## src/rtl/y86_pkg.sv

```systemverilog
// Shared Y86-64 pipeline definitions: status codes, instruction codes, register ids
// and the control-field layout used by the pipeline registers.
package y86_pkg;

    localparam logic [3:0] S_BUB = 4'h0;
    localparam logic [3:0] S_AOK = 4'h1;
    localparam logic [3:0] S_HLT = 4'h2;
    localparam logic [3:0] S_ADR = 4'h3;
    localparam logic [3:0] S_INS = 4'h4;

    localparam logic [3:0] I_HALT   = 4'h0;
    localparam logic [3:0] I_NOP    = 4'h1;
    localparam logic [3:0] I_RRMOVQ = 4'h2;
    localparam logic [3:0] I_IRMOVQ = 4'h3;
    localparam logic [3:0] I_RMMOVQ = 4'h4;
    localparam logic [3:0] I_MRMOVQ = 4'h5;
    localparam logic [3:0] I_OPQ    = 4'h6;
    localparam logic [3:0] I_JXX    = 4'h7;
    localparam logic [3:0] I_CALL   = 4'h8;
    localparam logic [3:0] I_RET    = 4'h9;
    localparam logic [3:0] I_PUSHQ  = 4'hA;
    localparam logic [3:0] I_POPQ   = 4'hB;

    localparam logic [3:0] RNONE = 4'hF;

    // Non-datapath part of the W register; the two data words are appended after it.
    typedef struct packed {
        logic [3:0] stat;
        logic [3:0] icode;
        logic [3:0] dst_e;
        logic [3:0] dst_m;
        logic       valid;
    } w_ctrl_t;

    localparam int W_CTRL_W = $bits(w_ctrl_t);

    localparam w_ctrl_t W_CTRL_BUBBLE = '{
        stat:  S_BUB,
        icode: I_NOP,
        dst_e: RNONE,
        dst_m: RNONE,
        valid: 1'b0
    };

    function automatic logic is_fault(input logic [3:0] stat);
        return (stat == S_HLT) || (stat == S_ADR) || (stat == S_INS);
    endfunction

endpackage

```

## src/rtl/pipe_reg.sv

```systemverilog
// Generic pipeline stage register. Priority on each edge: reset > stall (hold)
// > bubble (load BUBBLE_VAL) > load d. Stall together with bubble holds.
module pipe_reg #(
    parameter int           W          = 8,
    parameter logic [W-1:0] BUBBLE_VAL = '0
) (
    input  logic         clk,
    input  logic         reset,
    input  logic         stall,
    input  logic         bubble,
    input  logic [W-1:0] d,
    output logic [W-1:0] q
);

    logic [W-1:0] reg_d;
    logic [W-1:0] reg_q;

    always_comb begin
        reg_d = reg_q;
        if (!stall) begin
            reg_d = bubble ? BUBBLE_VAL : d;
        end
    end

    always_ff @(posedge clk) begin
        if (reset) begin
            reg_q <= BUBBLE_VAL;
        end else begin
            reg_q <= reg_d;
        end
    end

    assign q = reg_q;

endmodule

```

## src/rtl/writeback_stage.sv

```systemverilog
// Y86-64 write-back stage: M->W pipeline register, register-file write gating,
// architectural status, sticky halt latch and retire/cycle counters.
module writeback_stage
    import y86_pkg::*;
#(
    parameter int DATA_W = 64,
    parameter int CNT_W  = 64
) (
    input  logic              clk,
    input  logic              reset,
    input  logic [3:0]        m_stat,
    input  logic [3:0]        M_icode,
    input  logic [DATA_W-1:0] M_valE,
    input  logic [DATA_W-1:0] m_valM,
    input  logic [3:0]        M_dstE,
    input  logic [3:0]        M_dstM,
    input  logic              W_stall,
    input  logic              W_bubble,
    output logic [3:0]        W_stat,
    output logic [3:0]        W_icode,
    output logic [DATA_W-1:0] W_valE,
    output logic [DATA_W-1:0] W_valM,
    output logic [3:0]        W_dstE,
    output logic [3:0]        W_dstM,
    output logic [3:0]        prog_stat,
    output logic              halted,
    output logic [CNT_W-1:0]  retired,
    output logic [CNT_W-1:0]  cycles
);

    localparam int W_W = W_CTRL_W + 2 * DATA_W;
    localparam logic [W_W-1:0] W_BUBBLE = {W_CTRL_BUBBLE, {(2 * DATA_W){1'b0}}};

    w_ctrl_t          m_ctrl;
    w_ctrl_t          w_ctrl;
    logic [W_W-1:0]   w_in;
    logic [W_W-1:0]   w_out;
    logic             freeze;
    logic             w_hold;
    logic             load;

    logic             halted_d, halted_q;
    logic [CNT_W-1:0] retired_d, retired_q;
    logic [CNT_W-1:0] cycles_d, cycles_q;

    assign m_ctrl = '{
        stat:  m_stat,
        icode: M_icode,
        dst_e: M_dstE,
        dst_m: M_dstM,
        valid: 1'b1
    };
    assign w_in = {m_ctrl, M_valE, m_valM};

    // A faulting entry in W freezes the register at once, so the status it
    // reports stays visible after the halt latch sets on the following edge.
    assign freeze = halted_q | is_fault(w_ctrl.stat);
    assign w_hold = W_stall | freeze;
    assign load   = !w_hold && !W_bubble;

    pipe_reg #(
        .W          (W_W),
        .BUBBLE_VAL (W_BUBBLE)
    ) u_w_reg (
        .clk    (clk),
        .reset  (reset),
        .stall  (w_hold),
        .bubble (W_bubble),
        .d      (w_in),
        .q      (w_out)
    );

    assign {w_ctrl, W_valE, W_valM} = w_out;

    always_comb begin
        halted_d  = freeze;
        retired_d = retired_q;
        cycles_d  = cycles_q;
        if (load && (m_stat == S_AOK) && (M_icode != I_NOP)) begin
            retired_d = retired_q + CNT_W'(1);
        end
        if (!halted_q) begin
            cycles_d = cycles_q + CNT_W'(1);
        end
    end

    always_ff @(posedge clk) begin
        if (reset) begin
            halted_q  <= 1'b0;
            retired_q <= '0;
            cycles_q  <= '0;
        end else begin
            halted_q  <= halted_d;
            retired_q <= retired_d;
            cycles_q  <= cycles_d;
        end
    end

    // Only a valid AOK instruction may write the register file.
    always_comb begin
        W_stat    = w_ctrl.stat;
        W_icode   = w_ctrl.icode;
        W_dstE    = RNONE;
        W_dstM    = RNONE;
        prog_stat = (w_ctrl.stat == S_BUB) ? S_AOK : w_ctrl.stat;
        if (w_ctrl.valid && (w_ctrl.stat == S_AOK)) begin
            W_dstE = w_ctrl.dst_e;
            W_dstM = w_ctrl.dst_m;
        end
    end

    assign halted  = halted_q;
    assign retired = retired_q;
    assign cycles  = cycles_q;

endmodule

```

## config.mk

```make
export PLATFORM = sky130hd
export DESIGN_NAME = writeback_stage
export DESIGN_NICKNAME = d
export VERILOG_FILES = /design/src/rtl/y86_pkg.sv /design/src/rtl/pipe_reg.sv /design/src/rtl/writeback_stage.sv
export SDC_FILE = /design/constraint.sdc
export NUM_CORES = 1
export LEC_CHECK = 0
export CAP_MARGIN = 25
export CORE_AREA = 2 2 166 168
export CTS_CLUSTER_DIAMETER = 40
export DETAILED_ROUTE_END_ITERATION = 10
export DIE_AREA = 0 0 168 170
export MAX_ROUTING_LAYER = met4
export PLACE_DENSITY = 0.81
export SLEW_MARGIN = 0
export SYNTH_ARGS = -nofsm -noshare
export SYNTH_HDL_FRONTEND = slang
export SYNTH_HIERARCHICAL = 1
export SYNTH_SLANG_ARGS = --single-unit
```

## constraint.sdc

```tcl
create_clock -name clk -period 8.3 [get_ports clk]
set_input_delay 2.49 -clock clk [delete_from_list [all_inputs] [get_ports clk]]
set_output_delay 2.49 -clock clk [all_outputs]
set_load 0.005 [all_outputs]
```

# After elaboration in Yosys (flattened, before gate mapping)
# Index checks and enable logic that the tools add are counted.
# W data, S select, Z words.
[totals] reg_bits=274 output_inout_bits=277
[classes] add_sub_neg=2 n_eq_ne=6 muxes=4 n_bitwise=2 n_reduce_logical=9
[ops] op="$mux W145" count=1
[ops] op="$add A64 B1 Y64 const B" count=2
[ops] op="$mux W4" count=3
[ops] op="$eq A4 B1 Y1 const B" count=2
[ops] op="$eq A4 B2 Y1 const B" count=2
[ops] op="$eq A4 B3 Y1 const B" count=1
[ops] op="$logic_and A1 B1 Y1" count=4
[ops] op="$logic_not A4 Y1" count=1
[ops] op="$ne A4 B1 Y1 const B" count=1
[ops] op="$logic_not A1 Y1" count=2
[ops] op="$logic_or A1 B1 Y1" count=2
[ops] op="$or A1 B1 Y1" count=2

# Longest topological paths before layout
# Gate-level depths: netlist of run 1.
[logic_depth] ltp_word=9 depth_mapped=9 depth_no_buf=6

# Hierarchy
# Netlist of run 1, hierarchy kept.
[modules_own_cells] mod="writeback_stage" n_inst=1 cells_each=774 area_per_inst_um2=6272.3 seq_area_each_um2=2582.5
[modules_own_cells] mod="pipe_reg" n_inst=1 cells_each=645 area_per_inst_um2=5921.9 seq_area_each_um2=2902.8

# Least setup slack after synthesis of run 1
# OpenSTA, ideal clock, no wires.
[synth_path] kind="input to register" startpoint="in m_stat[1]" endpoint="reg retired_q[53], in the netlist retired[53]" setup_time_ps=70 arrival_time_ps=4326 required_ps=8230 slack_ps=3904 path_stages=6 cell_sequence="or4b_1 -> nor3_4 -> nand3_1 -> clkbuf_1 -> or4_1 -> a21oi_1"
[synth_via] elab_chain_cells=3
[synth_lines] item="start, declared" line_no="writeback_stage.sv:11" source="input logic [3:0] m_stat,"
[synth_lines] item="$eq A4 B1 Y1" line_no="writeback_stage.sv:79" source="if (load && (m_stat == S_AOK) && (M_icode != I_NOP)) begin"
[synth_lines] item="$logic_and A1 B1 Y1 (2 in series)" line_no="writeback_stage.sv:79"
[synth_lines] item="end signal, assigned" line_no="writeback_stage.sv:94" source="retired_q <= retired_d;"
[synth_lines] item="end, declared" line_no="writeback_stage.sv:43" source="logic [CNT_W-1:0] retired_d, retired_q;"
# No other way between the ends.
# A chain may end at the register's enable or synchronous reset.

# Worst setup path after layout of run 1
[layout_path] startpoint="in m_stat[1]" endpoint="reg retired_q[62], in the netlist retired[62]"
# Same word-level chain as after synthesis.

==> impl_metrics.json, run 1 <==
{
  "status": "complete, no violations",
  "synth.avg_cell_area_um2": 8.594,
  "rsz0062_at_grt": "no",
  "slowest_delay_ns": 0.93,
  "io_buffers": 424,
  "synthCells": 1419,
  "grt_pass1_wl_mm": 61.14,
  "hp-class": "flip-flop to flip-flop",
  "yosys.area.top_type": "dfxtp_1",
  "wl_mm": 39.86,
  "grt_max_degree": 185,
  "worstMarginPinSlew_ns": 1.029,
  "critical_path.top_delay_family": "simple AND/OR/NAND/NOR gates",
  "cts-root-buf": "clkbuf_16",
  "hold_violations": 0,
  "num_vias": 12200,
  "clock_sinks": 274,
  "postCtsSetupBuffers": 0,
  "mostFrequentLayoutCells": "423 x clkdlybuf4s50_1, 274 x dfxtp_1, 180 x nand2_1, 143 x nand2b_1, 92 x a21oi_1",
  "period_share_pct": 67.24,
  "io_pins": 425,
  "drt-pass1-iter-count": 5,
  "dr.first_iter.drc_count": 1074,
  "cp-start-kind": "input port",
  "ys.flop_type": "dfxtp_1",
  "p_leak_nw": 5.795,
  "antenna_found_initial": 13,
  "crit_buf_inv": 1,
  "track_usage_pct": 27.19,
  "stdcell_area_mm2": 0.01799,
  "dpl_cell_area_mm2": 0.01649,
  "p_total_mw": 3.498,
  "vias_per_cell": 5.587,
  "power_density_mw_per_mm2": 194.4,
  "num_rows": 60,
  "ant_nets": 0,
  "hp-start": "u_w_reg/q[5]",
  "instances_no_fill": 2183,
  "wl_per_cell_um": 18.26,
  "r2r_cells": 6,
  "max_cap_viol_count": 0,
  "fmax_ghz": 0.1792,
  "period_minus_slack_ns": 5.581,
  "fin_setup_tns_ns": 0,
  "final_common_cell": "clkdlybuf4s50_1",
  "start_util_pct": 45.76,
  "peakVddDrop_mv": 0.1656,
  "syn_area_mm2": 0.01219,
  "ctsResizeCount": 0,
  "regToRegEndpoint": "u_w_reg/q[56]",
  "worstSetupEndpointType": "flip-flop",
  "numCtsBuffers": 41,
  "htreeDepth": 2,
  "worstSkewPairLatency_ns": 0.52,
  "setup_violations": 0,
  "core_area_mm2": 0.02665,
  "area_growth_pct": 47.56,
  "post-place-ws_ns": 2.256,
  "clock_skew_ns": 0.02056,
  "synth_nets": 1569,
  "layout_setup_ws_ns": 2.719,
  "slowest_stage": "nand4_1",
  "hold_depth": 2,
  "max_slew_margin_pct": 31.18,
  "synth_warnings": 6,
  "final_util_pct": 67.52,
  "synthArstFlopShare_pct": 0,
  "cts_buffer_depth": 3,
  "postCtsHoldBufs": 0,
  "ys_seq_area_share_pct": 44.98,
  "synth_edf_count": 0,
  "cp.required_ns": 8.73,
  "path_cells": "clkdlybuf4s50_1 -> or4b_1 -> nor3_4 -> nand4_1 -> or4_1 -> a21oi_1",
  "synth.area.top_cells": "dfxtp_1 45%, nand2b_1 7.3%, nand2_1 5.5%",
  "dp.cells": 2094,
  "hold_slack_ns": 0.4711,
  "crit_type": "input port to flip-flop",
  "yosysUniqueCellTypes": 44,
  "finalMaxSlewViolations": 0,
  "chipHeight_um": 170,
  "drive_gt1_share_pct": 7.818,
  "drc": 0,
  "die_w_um": 168,
  "grt_pass1_vias": 11730,
  "r2r_start": "u_w_reg/q[143]",
  "synth_top_area_share_pct": 44.98,
  "path_max_fanout": 29,
  "ys_ff_latch": 274,
  "routabilityCongestion": 0.8835,
  "nNetsFinal": 1948,
  "arrival_ns": 6.01,
  "fp.dieArea_mm2": 0.02856,
  "cts_tree": "built",
  "clkTransAtPathRegs_ns": 0.05,
  "whs_endpoint": "u_w_reg/q[5]",
  "r2r_slack_ns": 4.45,
  "grt_remaining_overflow": 0,
  "hpwl_mm": 27.32
}
==> cell families after synthesis <==
kind of cell             count (synthesis)  synth area share [%]
AO/OA/AOI/OAI                          310                 17.53
XOR/XNOR                                43                 3.088
adder cells (fa/ha/maj)                  2                0.2052
buffers and inverters                  117                 4.443
flip-flops                             274                 44.98
multiplexers                             1               0.08209
other                                    1               0.03075
AND/OR/NAND/NOR                        671                 29.64
==> how the worst max path moves through the flow <==
stage               startpoint          end  slack (ns)  depth (start not counted)
CTS                  m_stat[1]  retired[56]        2.77                          6
global placement     m_stat[1]  retired[56]        2.34                          6
floorplan            m_stat[1]  retired[53]        3.90                          6
global route         m_stat[1]  retired[62]        2.48                          6
detailed placement   m_stat[1]  retired[50]        2.26                          6
finish               m_stat[1]  retired[62]        2.72                          6
==> state kept, by name (all words and copies together) (netlist names) <==
register	count
halted	1
cycles	64
retired	64
u_w_reg/q	145
==> synth_stat cells, types with 5 or more instances <==
library cell / count
o21ai_0: 44
buf_2: 19
xor2_1: 23
nand2b_1: 143
clkbuf_1: 65
nor2b_1: 5
nor4_1: 12
xnor2_1: 20
o22ai_1: 85
nor3b_1: 10
nor2_1: 70
o31ai_1: 35
dfxtp_1: 274
or3_1: 45
buf_6: 8
nand3_1: 53
buf_4: 5
inv_1: 18
o22ai_2: 50
nor3_1: 13
and2_1: 5
nand4_1: 60
or4_1: 36
nand2_1: 180
a21oi_1: 92
and3_1: 16
and4_1: 6
==> routing by layer <==
metal  up-vias  wire length [um]  part of all wire (%)  GRT usage [%]
met3        92              3326                   8.3          8.791
met1      5777             15610                    39          30.37
met2       454             19370                    49          43.91
met4         0              1556                   3.9          13.65
met5         -                 0                     0              -
li1       5874                 -                     -              -
==> area by class of cell <==
| class | instances | area [um^2] |
|---|---|---|
| inverter | 18 | 70.07 |
| fill | 2085 | 8657 |
| antenna | 13 | 32.53 |
| clock inverter | 18 | 239.0 |
| sequential | 274 | 5485 |
| multi-input combinational | 1028 | 6178 |
| timing repair buffer | 435 | 4368 |
| tap | 341 | 426.7 |
| clock buffer | 56 | 1194 |
==> tightest hold or removal path, stage by stage, from the launching register on <==
cell	delay, ns
dfxtp_1	0.30
nand2_1	0.06
o22ai_1	0.06
==> report_power, final <==
part           internal, mW  switching (mW)
sequential             1.36          0.0253
combinational         0.185           0.155
clock                  1.14           0.637
Note: power is estimated with default switching activity, not from simulation.
==> run 2: changes to the inputs <==
--- a/config.mk
+++ b/config.mk
@@ -6,12 +6,12 @@
 export NUM_CORES = 1
 export LEC_CHECK = 0
 export CAP_MARGIN = 25
-export CORE_AREA = 2 2 166 168
+export CORE_ASPECT_RATIO = 1.4
+export CORE_UTILIZATION = 41
 export CTS_CLUSTER_DIAMETER = 40
 export DETAILED_ROUTE_END_ITERATION = 10
-export DIE_AREA = 0 0 168 170
 export MAX_ROUTING_LAYER = met4
-export PLACE_DENSITY = 0.81
+export PLACE_DENSITY = 0.77
 export SLEW_MARGIN = 0
 export SYNTH_ARGS = -nofsm -noshare
 export SYNTH_HDL_FRONTEND = slang
==> constraint.sdc (replaced) <==
create_clock -name clk -period 4.9 [get_ports clk]
set_input_delay 1.47 -clock clk [delete_from_list [all_inputs] [get_ports clk]]
set_output_delay 1.47 -clock clk [all_outputs]
set_load 0.005 [all_outputs]
==> run 2 against run 1 <==
  * Sequential cell count stayed put
  * Routed wire length decreased by 0.43%
  * Die area rose by 6.6%
  * Non-clock buffer count is 6 higher
  * First-iteration DRC count is 41% lower
  * Combinational power is 72% higher
  * Worst hold slack better by 0.0053 ns
  * Final cell count up 1.1%
  * Via count fell by 0.73%
  * Setup slack worse by 1.6 ns
==> impl_metrics.json, run 2 (synthesis results as in run 1) <==
{
  "status": "complete, no violations",
  "slowest_stage": "or4b_1",
  "wl_mm": 39.69,
  "hold_violations": 0,
  "worstMarginPinSlew_ns": 1.015,
  "drc": 0,
  "clkTransAtPathRegs_ns": 0.06,
  "cp-start-kind": "input port",
  "ctsResizeCount": 0,
  "area_growth_pct": 46.78,
  "num_vias": 12110,
  "die_w_um": 147.8,
  "layout_setup_ws_ns": 1.127,
  "numCtsBuffers": 36,
  "path_max_fanout": 18,
  "clock_skew_ns": 0.01672,
  "vias_per_cell": 5.484,
  "largest_register_ffs": 145,
  "arrival_ns": 4.21,
  "drt-pass1-iter-count": 5,
  "finalMaxSlewViolations": 0,
  "max_cap_viol_count": 0,
  "fp.dieArea_mm2": 0.03045,
  "hpwl_mm": 28.23,
  "period_share_pct": 77.00,
  "worstSkewPairLatency_ns": 0.52,
  "peakVddDrop_mv": 0.2772,
  "rsz0062_at_grt": "no",
  "p_leak_nw": 5.733,
  "instances_no_fill": 2208,
  "crit_buf_inv": 3,
  "nNetsFinal": 1949,
  "post-place-ws_ns": 0.6352,
  "chipHeight_um": 206.1,
  "period_minus_slack_ns": 3.773,
  "final_util_pct": 61.17,
  "wl_met1_mm": 15.62,
  "start_util_pct": 41.68,
  "track_usage_pct": 25.58,
  "slowest_delay_ns": 0.66,
  "met3WireLength_mm": 3.224,
  "grt_max_degree": 138,
  "grt_pass1_vias": 11460,
  "postCtsHoldBufs": 0,
  "antenna_found_initial": 3,
  "path_cells": "clkdlybuf4s50_1 -> or4b_1 -> nor3_4 -> buf_4 -> nand4_1 -> buf_4 -> or4_1 -> a21oi_1",
  "ant_nets": 0,
  "mostFrequentLayoutCells": "423 x clkdlybuf4s50_1, 274 x dfxtp_1, 180 x nand2_1, 143 x nand2b_1, 92 x a21oi_1",
  "clock_sinks": 274,
  "grt_pass1_wl_mm": 60.09,
  "core_area_mm2": 0.02926,
  "cts-root-buf": "clkbuf_16",
  "drive_gt1_share_pct": 7.671,
  "fin_setup_tns_ns": 0,
  "crit_type": "input port to flip-flop",
  "wl_per_cell_um": 17.97,
  "final_common_cell": "clkdlybuf4s50_1",
  "fmax_ghz": 0.2650,
  "setup_violations": 0,
  "grt_remaining_overflow": 0,
  "htreeDepth": 2,
  "max_slew_margin_pct": 31.78,
  "cts_tree": "built",
  "power_density_mw_per_mm2": 314.1,
  "critical_path.top_delay_family": "simple AND/OR/NAND/NOR gates",
  "worstSetupEndpointType": "flip-flop",
  "dr_wl_met2_mm": 19.46,
  "routabilityCongestion": 0.8711,
  "path_common_cell": "buf_4",
  "cts_buffer_depth": 3,
  "routed.top_layer": "met4",
  "cp.required_ns": 5.34,
  "dp.cells": 2141,
  "io_buffers": 424,
  "dr.first_iter.drc_count": 632,
  "io_pins": 425,
  "postCtsSetupBuffers": 0,
  "hp-class": "flip-flop to flip-flop",
  "num_rows": 74
}
-- run 2: cell count changes in the layout (fill, tap and decap cells not counted) --
cell        before  now
inv_6            1    0
buf_16           1    0
diode_2         13    3
clkbuf_8         9    7
clkinv_2         2    3
clkbuf_16       42   37
clkinvlp_4       5    7
buf_12           1    5
buf_6            1    0
inv_8            1    0
clkbuf_1         5    4
buf_4            8   12
clkinv_8         1    0
clkinv_4         4    2
-- run 2: path summary, 6_finish.rpt --
path | slack, ns | start | to | depth (start not counted)
worst min-delay path | 0.48 | u_w_reg/q[25] | u_w_reg/q[25] | 2
worst max register to register | 1.76 | u_w_reg/q[143] | u_w_reg/q[142] | 6
worst min register to register | 0.48 | u_w_reg/q[25] | u_w_reg/q[25] | 2
worst max-delay path | 1.13 | m_stat[1] | retired[32] | 8
-- run 2: final cells by class --
| cell class | count | area, um^2 |
|---|---|---|
| antenna | 3 | 7.507 |
| clock buffer | 48 | 1037 |
| clock inverter | 16 | 205.2 |
| fill | 2511 | 11360 |
| inverter | 18 | 70.07 |
| multi-input combinational | 1028 | 6178 |
| sequential | 274 | 5485 |
| tap | 380 | 475.5 |
| timing repair buffer | 441 | 4439 |
-- run 2: through the flow --
step / power, mW / hold WS (ns) / cell area, um^2
2_1_floorplan: 2.649 / 0.4638 / 12190
3_3_place_gp: 2.961 / 0.4611 / 16650
3_5_place_dp: 2.968 / 0.4663 / 16650
4_1_cts: 5.673 / 0.4745 / 17890
5_1_grt: 5.799 / 0.4918 / 17900
6_report: 5.622 / 0.4764 / 17900
-- run 2: tightest hold or removal path, cell delays in order, from the launching register on --
cell,delay [ns]
dfxtp_1,0.31
nand2_1,0.06
o22ai_1,0.06
-- run 2: layer usage --
layer / global-route usage, % / vias to the layer above
li1: - / 5853
met3: 6.887 / 86
met5: - / -
met4: 10.82 / 0
met2: 42.92 / 464
met1: 28.58 / 5705
-- run 2: where the power goes --
| group | switching [mW] | internal (mW) |
|---|---|---|
| Combinational | 0.268 | 0.316 |
| Sequential | 0.0429 | 2.30 |
| Clock | 0.996 | 1.70 |
| Total | 1.31 | 4.31 |
==> run 3: changes to the inputs <==
--- a/config.mk
+++ b/config.mk
@@ -6,12 +6,11 @@
 export NUM_CORES = 1
 export LEC_CHECK = 0
 export CAP_MARGIN = 25
-export CORE_ASPECT_RATIO = 1.4
-export CORE_UTILIZATION = 41
+export CORE_UTILIZATION = 46
 export CTS_CLUSTER_DIAMETER = 40
 export DETAILED_ROUTE_END_ITERATION = 10
 export MAX_ROUTING_LAYER = met4
-export PLACE_DENSITY = 0.77
+export PLACE_DENSITY = 0.81
 export SLEW_MARGIN = 0
 export SYNTH_ARGS = -nofsm -noshare
 export SYNTH_HDL_FRONTEND = slang
==> constraint.sdc (replaced) <==
create_clock -name clk -period 3.7 [get_ports clk]
set_input_delay 1.11 -clock clk [delete_from_list [all_inputs] [get_ports clk]]
set_output_delay 1.11 -clock clk [all_outputs]
set_load 0.005 [all_outputs]
==> run 3 against run 2 <==
  * Total power increased by 38%
  * Die area decreased by 11%
  * Final cell count decreased by 1.2%
  * Worst hold slack got worse by 0.0013 ns
  * Largest cell class unchanged
  * Highest routed layer unchanged
==> impl_metrics.json, run 3 (synthesis results as in run 1) <==
{
  "rsz0062_at_grt": "no",
  "endpoint": "W_dstE[0]",
  "worstMarginPinSlew_ns": 0.8159,
  "start_util_pct": 46.80,
  "hold_violations": 0,
  "mostFrequentLayoutCells": "423 x clkdlybuf4s50_1, 274 x dfxtp_1, 180 x nand2_1, 143 x nand2b_1, 92 x a21oi_1",
  "max_cap_viol_count": 0,
  "cp.required_ns": 2.59,
  "r2r_slack_ns": 1.07,
  "postCtsSetupBuffers": 0,
  "layout_setup_ws_ns": 0.3976,
  "arrival_ns": 2.19,
  "stdcell_area_mm2": 0.01808,
  "cts_buffer_depth": 3,
  "max_slew_margin_pct": 45.10,
  "ant_nets": 0,
  "r2r_cells": 5,
  "hp-class": "flip-flop to flip-flop",
  "drc": 0,
  "io_buffers": 424,
  "setup_violations": 0,
  "post-place-ws_ns": -0.02106,
  "fp.dieArea_mm2": 0.02716,
  "core_area_mm2": 0.02606,
  "p_leak_nw": 5.861,
  "cts_tree": "built",
  "dp.cells": 2103,
  "wl_per_cell_um": 18.39,
  "vias_per_cell": 5.660,
  "drt-pass1-iter-count": 6,
  "wl_mm": 40.13,
  "worstSkewPairLatency_ns": 0.51,
  "instances_no_fill": 2182,
  "grt_remaining_overflow": 0,
  "grt_pass1_wl_mm": 60.18,
  "track_usage_pct": 28.72,
  "routabilityCongestion": 0.9015,
  "die_w_um": 164.8,
  "drive_gt1_share_pct": 8.528,
  "clkTransAtPathRegs_ns": 0.05,
  "worstSetupEndpointType": "output port",
  "period_minus_slack_ns": 3.302,
  "dr.first_iter.drc_count": 1130,
  "num_vias": 12350,
  "cts-root-buf": "clkbuf_16",
  "peakVddDrop_mv": 0.3066,
  "dpl_cell_area_mm2": 0.01668,
  "finalMaxSlewViolations": 0,
  "period_share_pct": 89.25,
  "startpoint": "u_w_reg/q[142]",
  "antenna_found_initial": 6,
  "regToRegEndpoint": "retired[55]",
  "clock_sinks": 274,
  "fin_setup_tns_ns": 0,
  "largest_register_ffs": 145,
  "final_common_cell": "clkdlybuf4s50_1",
  "power_density_mw_per_mm2": 428.4,
  "ctsResizeCount": 0,
  "num_rows": 59,
  "nNetsFinal": 1962,
  "r2r_start": "retired[37]",
  "path_max_fanout": 8,
  "status": "complete, no violations",
  "grt_pass1_vias": 11570,
  "grt_max_degree": 125,
  "chipHeight_um": 164.8,
  "numCtsBuffers": 42,
  "postCtsHoldBufs": 0,
  "clock_skew_ns": 0.02037,
  "htreeDepth": 2,
  "io_pins": 425,
  "crit_type": "flip-flop to output port",
  "cp-start-kind": "flip-flop",
  "area_growth_pct": 48.30,
  "hpwl_mm": 28.19,
  "fmax_ghz": 0.3028,
  "hold_slack_ns": 0.4751
}
==> run 3: layout make-up <==
type | instances | area, um^2
Fill cell | 2002 | 7975
Sequential cell | 274 | 5485
Clock buffer | 52 | 1159
Inverter | 18 | 70.07
Clock inverter | 21 | 227.7
Tap cell | 335 | 419.2
Multi-Input combinational cell | 1028 | 6178
Antenna cell | 6 | 15.01
Timing Repair Buffer | 448 | 4529
==> run 3: worst min-delay path by stage <==
| stage | end | slack, ns | start | depth (start not counted) |
|---|---|---|---|---|
| floorplan | u_w_reg/q[129] | 0.46 | u_w_reg/q[129] | 2 |
| global placement | u_w_reg/q[4] | 0.46 | u_w_reg/q[4] | 2 |
| detailed placement | u_w_reg/q[12] | 0.47 | u_w_reg/q[12] | 2 |
| CTS | u_w_reg/q[58] | 0.47 | u_w_reg/q[58] | 2 |
| global route | u_w_reg/q[58] | 0.49 | u_w_reg/q[58] | 2 |
| finish | u_w_reg/q[58] | 0.48 | u_w_reg/q[58] | 2 |
==> run 3: power by group <==
| group | switching, mW | total, mW | leakage, nW | internal, mW |
|---|---|---|---|---|
| Sequential | 0.0581 | 3.10 | 2.22 | 3.04 |
| Clock | 1.42 | 3.86 | 0.663 | 2.44 |
| Combinational | 0.358 | 0.785 | 2.98 | 0.427 |
| Total | 1.84 | 7.75 | 5.86 | 5.91 |
==> run 3: per-stage QoR <==
step	power (mW)	util (%)
final	7.748	69.40
after global routing	7.989	69.40
after CTS	7.785	69.34
after detailed placement	3.935	64.02
after global placement	3.925	64.02
after floorplan	3.508	-
==> run 3: critical path: stages (launching register included) <==
cell             delay, ns
dfxtp_1               0.39
nor3_1                0.25
and3_1                0.38
nand2b_1              0.16
clkdlybuf4s50_1       0.50
==> run 3: metal layers <==
layer,share of wire (%),global-route usage [%]
met1,39,33.59
met2,49,46.37
met3,8.6,7.911
met4,2.8,11.80
met5,0,-
